### config.mk
export PLATFORM = sky130hd
export DESIGN_NAME = ms_section_rr_slave
export DESIGN_NICKNAME = d
export VERILOG_FILES = /design/src/rtl/ms_section_rr_slave.sv
export SDC_FILE = /design/constraint.sdc
export NUM_CORES = 1
export LEC_CHECK = 0
export BUFFER_PORTS_ARGS = -buffer_cell sky130_fd_sc_hd__buf_2
export CAP_MARGIN = 5
export CORE_AREA = 2 2 102 104
export CTS_CLUSTER_DIAMETER = 50
export DETAILED_ROUTE_END_ITERATION = 16
export DIE_AREA = 0 0 104 106
export GPL_ROUTABILITY_DRIVEN = 0
export HOLD_SLACK_MARGIN = 0.03
export PLACE_DENSITY = 0.71
export SLEW_MARGIN = 20
export SYNTH_ARGS = -nofsm -noshare
export SYNTH_HDL_FRONTEND = slang
export SYNTH_SLANG_ARGS = --single-unit
### constraint.sdc
create_clock -name clk -period 2.7 [get_ports clk]
set_clock_uncertainty 0.05 [all_clocks]
set_input_delay 0.54 -clock clk [delete_from_list [all_inputs] [get_ports clk]]
set_output_delay 0.54 -clock clk [all_outputs]
set_load 0.02 [all_outputs]
### src/rtl/ms_section_rr_slave.sv
// Round-robin section machine: SECTION_A samples the channel under the pointer,
// SECTION_B publishes sample+INC tagged with its source channel.
module ms_section_rr_slave #(
  parameter int unsigned       DATA_W    = 32,
  parameter int unsigned       NUM_CH    = 4,
  parameter logic [DATA_W-1:0] RESET_VAL = DATA_W'(1337),
  parameter logic [DATA_W-1:0] INC       = DATA_W'(1),
  localparam int unsigned      CH_W      = (NUM_CH > 1) ? $clog2(NUM_CH) : 1
) (
  input  logic                     clk,
  input  logic                     rst,
  input  logic [NUM_CH*DATA_W-1:0] s_in,
  input  logic [NUM_CH-1:0]        s_in_sync,
  output logic [NUM_CH-1:0]        s_in_ack,
  input  logic                     hold,
  output logic [DATA_W-1:0]        s_out,
  output logic                     s_out_valid,
  output logic [CH_W-1:0]          s_out_ch
);

  typedef enum logic [0:0] {
    SEC_A = 1'b0,
    SEC_B = 1'b1
  } section_e;

  section_e          section_r;
  logic [CH_W-1:0]   ptr_r;
  logic [CH_W-1:0]   ch_r;
  logic [DATA_W-1:0] val_r;
  logic [DATA_W-1:0] ch_data_s [NUM_CH];

  for (genvar i = 0; i < NUM_CH; i++) begin : g_unpack
    assign ch_data_s[i] = s_in[i*DATA_W +: DATA_W];
  end

  // Explicit wrap so a non-power-of-two channel count never indexes past NUM_CH-1.
  function automatic logic [CH_W-1:0] next_ch(input logic [CH_W-1:0] p);
    if (p == CH_W'(NUM_CH - 1)) begin
      return {CH_W{1'b0}};
    end else begin
      return p + CH_W'(1);
    end
  endfunction

  // Section FSM, round-robin pointer and all registered outputs.
  always_ff @(posedge clk or negedge rst) begin
    if (!rst) begin
      section_r   <= SEC_A;
      ptr_r       <= {CH_W{1'b0}};
      ch_r        <= {CH_W{1'b0}};
      val_r       <= RESET_VAL;
      s_out       <= RESET_VAL;
      s_out_ch    <= {CH_W{1'b0}};
      s_out_valid <= 1'b0;
      s_in_ack    <= {NUM_CH{1'b0}};
    end else begin
      s_in_ack    <= {NUM_CH{1'b0}};
      s_out_valid <= 1'b0;
      if (!hold) begin
        case (section_r)
          SEC_A: begin
            if (s_in_sync[ptr_r]) begin
              val_r     <= ch_data_s[ptr_r];
              ch_r      <= ptr_r;
              s_in_ack  <= NUM_CH'(1) << ptr_r;
              section_r <= SEC_B;
            end else begin
              ptr_r <= next_ch(ptr_r);
            end
          end
          SEC_B: begin
            s_out       <= val_r + INC;
            s_out_ch    <= ch_r;
            s_out_valid <= 1'b1;
            ptr_r       <= next_ch(ch_r);
            section_r   <= SEC_A;
          end
          default: begin
            section_r <= SEC_A;
            ptr_r     <= {CH_W{1'b0}};
          end
        endcase
      end
    end
  end

endmodule

Word level (Yosys, flattened, before mapping)
Index checks and enable logic that the tools add are counted.
Operators by class
  add/sub/neg operators: 3
  multipliers: 0
  divide/modulo/power cells: 0
  order comparisons: 2
  equality and inequality tests: 3
  shifts and indexed selects: 1
  muxes and demuxes: 16
  bitwise logic cells: 3
  reduce and logical (&&, ||, !) cells: 3
Operators by type and width (count)
  binary-select mux 32 bit (select 2 bit): 1
  two-way mux 32 bit: 2
  adder 32 x 1 -> 32 bit, second input constant: 1
  two-way mux 4 bit: 3
  two-way mux 2 bit: 3
  adder 2 x 1 -> 2 bit, second input constant: 2
  equality test 2 bit, second input constant: 2
  two-way mux 1 bit: 4
  case mux 2 bit (2 select lines): 1
  AND reduction 2 bit: 2
  left shift 1 x 2 -> 4 bit, first input constant: 1
  greater-or-equal comparator 3 bit, second input constant: 1
  < comparator 2 x 3 -> 1 bit, second input constant: 1
  inverter 2 -> 3 bit: 1
  AND reduction 3 bit: 1
  binary-select mux 1 bit (select 2 bit): 1
  != test 2 bit, second input constant: 1
  inverter 1 bit: 2
  case mux 1 bit (2 select lines): 1
Storage, ports and cells
  bits in registers: 76
  latch bits: 0
  RAM bits: 0
  bits in read-only memories: 0
  output and inout port bits: 39
  memories kept: 0

Depth between registers and ports, before layout
  depth after elaboration: 5
  depth in mapped cells: 7
  depth with buffers taken out: 5

Worst setup path after synthesis
Ideal clock, no wire load.
  path type: reg-to-reg
  start: register val_r[10]
  end: register s_out[26]
  setup time: 82 ps
  data arrival time: 2110 ps
  data required time: 2568 ps
  setup slack: 458 ps
  cell stages (with the launch flop): 7
  path buffers: 2
  clock period less this slack: 2242 ps
  path through: dfstp_2 buf_2 nand4_1 or3_2 clkbuf_1 or4_1 a31oi_1
Between the ends
  longest elaborated chain between the ends: 1
RTL lines
  from (decl): line 29  | logic [DATA_W-1:0] val_r;
  from (signal assigned): line 63  | val_r <= ch_data_s[ptr_r];
  adder 32 x 1 -> 32 bit: line 72  | s_out <= val_r + INC;
  to (signal assigned): line 72
  to (decl): line 16  | output logic [DATA_W-1:0] s_out,
Every way passes these cells.
A chain may end at the register's enable or synchronous reset.

Worst setup path in the final report
  start: register val_r[3]
  end: register s_out[30]
Same word-level chain as after synthesis.

==> summary.md <==
| Metric | Value |
|---|---|
| Worst path cell trace | nand3_4, or4_1, or4_1, a31oi_1 |
| Relative contribution of combinational cells to total power | a little under half |
| Average cell area after synthesis | ~12 um2 |
| Buffering stage count on the worst path with inverters included | 0 |
| H-Tree Depth | 3 |
| Cell type with the highest occurrence count on the critical path | sky130_fd_sc_hd__or4_1 |
| Routed length per instance | between 15 and 20 um |
| Nets | 679 |
| Die boundary width | approximately 100 um |
| Vias after detailed routing | between 3000 and 4000 |
| Timing-limited maximum frequency | around 0.41 GHz |
| Outcome | completed |
| Clock transition at the registers of the reported paths | about 0.080 ns |
| Number of placement rows | 37 |
| Placeable core region | 0.0100 mm2 |
| Number of standard cells after synthesis | between 300 and 400 |
| Worst-Margin Slew | between 0.5 and 0.6 ns |
| Class of the most critical setup path | register to register |
| Clock period minus worst slack | around 2.4 ns |
| Total wire length after detailed routing | 10900 um |
| Initial standard-cell utilization of the core | 43.7% |
| Data required time of the critical path | a little under 3 ns |
| Synthesized netlist net count | 513 |
| Max Cap Viol | 0 |
| Number of flops mapped to enable cells by yosys | 0 |
| Top-count cell post-synth | sky130_fd_sc_hd__dfrtp_1 |
| Count of pins over their slew limit | 0 |
| Post-synth top flop | sky130_fd_sc_hd__dfrtp_1 |
| Top-Level Pins | between 150 and 200 |
| Normalized max-slew margin | 60.9% |
| DRC Markers | 0 |
| Net switching component of the power | approximately 0.0024 W |
| Delay of the slowest cell on the worst path | 0.79 ns |
| CTS-repair resized insts | 0 |
| Flip-flop and latch count after synthesis | 76 |
| Sequential power share | between 30% and 40% |
| Leakage dissipation | between 2 and 2.5 nW |
| Share of Yosys cell area claimed by the top area cell type | a little over a third |
| P per Cell Area | approximately 1100 mW/mm2 |
| Clock power frac | between 10% and 20% |
| Drt pass-1 iters | 4 |
| Worst min path class | primary input to async pin |
| Area of the die | 0.0110 mm2 |
| Top cells by area, synth | sky130_fd_sc_hd__dfrtp_1 (37%), sky130_fd_sc_hd__mux4_2 (17%), sky130_fd_sc_hd__mux2_2 (8.2%), sky130_fd_sc_hd__dfstp_2 (7.2%), sky130_fd_sc_hd__nand2_1 (3.2%) |
| Proportion of synthesized flip-flops having asynchronous set or reset | between 90% and 100% |
| Sequential area share after synthesis | a little over two fifths |
| Net switching share of the total power | 39.9% |
| Peak supply drop | around 750 uV |
| Cell taking the most area after synthesis | sky130_fd_sc_hd__dfrtp_1 |
| R2R Setup Slk | about 0.29 ns |
| Post-detailed-route via-to-cell ratio | 5.45 |
| Largest net degree at the start of global routing | between 40 and 50 |
| Delay-heaviest family, CP | simple AND/OR/NAND/NOR gates |
| Clock root cell | sky130_fd_sc_hd__clkbuf_8 |
| Height of the die | 106 um |
| Largest buffer count on any clock path | 2 |
| Half-perimeter wire length of the detailed placement result | 8780 um |
| RSZ-0062 raised after global routing | no |
| Count of final setup violators | 0 |
| Kind of capture point of the worst setup path | register |
| Clock sink count | 76 |
| Kind of start point of the critical path | register |
| Critical R2R Capture | s_out[30]$_DFFE_PN0P_ |
| Arrival time at the worst endpoint | around 2.6 ns |
| Worst-skew pair later-pin latency | approximately 0.34 ns |
| Vias in the first global route | about 3600 |
| Post-CTS Setup Repair Bufs | 0 |
| Fin Hold WS | approximately 0.14 ns |
| PortBufs | 173 |
| Fraction of layout instances using a drive strength above 1 | 51.7% |
| Number of hold buffers added after cts | 0 |
| Startpoint of the worst register-to-register path | val_r[3]$_DFFE_PN1P_ |
| Max Fanout on Critical Path | 16 |
| Slowest cell on crit path | sky130_fd_sc_hd__or4_1 |
| Worst R2R Path Depth | 4 |
| Global route overflow | 0 |
| Antenna violations before repair | 1 |
| Area growth syn-to-layout | 27.5% |
| Post-Syn Area | 0.00437 mm2 |
| Initial DRC count | approximately 200 |
| Setup total negative slack | 0 ns |
| Number of buffers added by the clock tree synthesis step | 9 |
| Distinct cells, synth | 41 |
| TritonCTS clock tree | yes |
| Post-DRT Antenna Nets | 0 |
| Top cell types by occurrence after synthesis | sky130_fd_sc_hd__dfrtp_1 (64), sky130_fd_sc_hd__nand2_1 (37), sky130_fd_sc_hd__mux4_2 (33) |
| Wire length of the first global-routing pass | between 15000 and 20000 um |
| Final number of hold-violating endpoints | 0 |
| Total global-route track usage | 20.7% |
| Yosys Warn Count | 0 |
| Tcrit/Tclk final | between 80% and 90% |
| Cell-internal power | ~0.0037 W |
## layout by cell type (no fill, tap or decap), types with 12 or more instances in the layout
master	netlist	routed
sky130_fd_sc_hd__nand3_1	15	15
sky130_fd_sc_hd__dfstp_2	12	12
sky130_fd_sc_hd__o31ai_1	13	13
sky130_fd_sc_hd__buf_2	6	172
sky130_fd_sc_hd__nand2_1	37	37
sky130_fd_sc_hd__or4_1	14	14
sky130_fd_sc_hd__nor2_1	22	22
sky130_fd_sc_hd__mux2_2	32	32
sky130_fd_sc_hd__dfrtp_1	64	63
sky130_fd_sc_hd__mux4_2	33	33
sky130_fd_sc_hd__a31oi_1	18	18
sky130_fd_sc_hd__o21ai_0	16	16
## worst max-delay path by stage
stage	from	end	slack (ns)	cells after the start
after global routing	val_r[3]$_DFFE_PN1P_	s_out[30]$_DFFE_PN0P_	0.19	4
after global placement	val_r[3]$_DFFE_PN1P_	s_out[30]$_DFFE_PN0P_	0.38	4
after floorplan	val_r[10]$_DFFE_PN1P_	s_out[26]$_DFFE_PN0P_	0.46	6
final	val_r[3]$_DFFE_PN1P_	s_out[30]$_DFFE_PN0P_	0.29	4
after CTS	val_r[3]$_DFFE_PN1P_	s_out[30]$_DFFE_PN0P_	0.29	4
after detailed placement	val_r[3]$_DFFE_PN1P_	s_out[30]$_DFFE_PN0P_	0.29	4
## worst register-to-register path: cells and delay by family (launching register included)
family	cells	cell delay (ns)
simple gates	3	1.52
flops	1	0.60
compound gates	1	0.17
## layer usage
layer,track usage [%],vias up,wire length [um],part of all wire (%)
met5,0,-,0,0
met4,8.40,0,189,1.7
met3,4.29,14,758,6.9
met2,33.4,153,5370,49
met1,27.6,1787,4620,42
li1,-,1750,-,-
## stage by stage
| step | total power, W | setup WS (ns) | cells | util, % | area [um2] |
|---|---|---|---|---|---|
| final | 0.00611 | 0.285 | 680 | 55.7 | 5570 |
| after global routing | 0.00656 | 0.192 | 679 | 55.7 | 5570 |
| after CTS | 0.00617 | 0.293 | 679 | 55.7 | 5570 |
| after detailed placement | 0.00525 | 0.294 | 663 | 53.6 | 5360 |
| after global placement | 0.00516 | 0.382 | 663 | 53.6 | 5360 |
| after floorplan | 0.00434 | 0.458 | 372 | - | 4370 |
## cells by family after synthesis
| group | Yosys count | synth area share, % |
|---|---|---|
| AO/OA/AOI/OAI | 54 | 7.79 |
| XOR/XNOR | 11 | 2.20 |
| adder cells (fa/ha/maj) | 6 | 1.72 |
| buffers and inverters | 35 | 3.89 |
| flip-flops | 76 | 43.9 |
| multiplexers | 67 | 25.7 |
| AND/OR/NAND/NOR | 123 | 14.8 |
## power groups by stage
stage / combinational, W / clock, W / sequential (W)
6_report: 0.00287 / 0.000920 / 0.00233
5_1_grt: 0.00314 / 0.000997 / 0.00242
4_1_cts: 0.00291 / 0.000941 / 0.00232
3_5_place_dp: 0.00291 / 0 / 0.00234
3_3_place_gp: 0.00286 / 0 / 0.00231
2_1_floorplan: 0.00186 / 0 / 0.00248
## area by class of cell
type | count | area [um2]
sequential | 76 | 1920
multi-input combinational | 261 | 2280
clock buffer | 11 | 131
clock inverter | 5 | 77.6
timing repair buffer | 181 | 953
fill | 906 | 4430
tap | 136 | 170
antenna | 1 | 2.50
inverter | 9 | 33.8
## sequential cells by signal, summed over array words and instances (netlist names)
register and cells:
val_r 32, s_out_ch 2, section_r 1, s_out 32, ch_r 2, ptr_r 2
s_out_valid 1, s_in_ack 4
(Power assumes the default switching activity.)
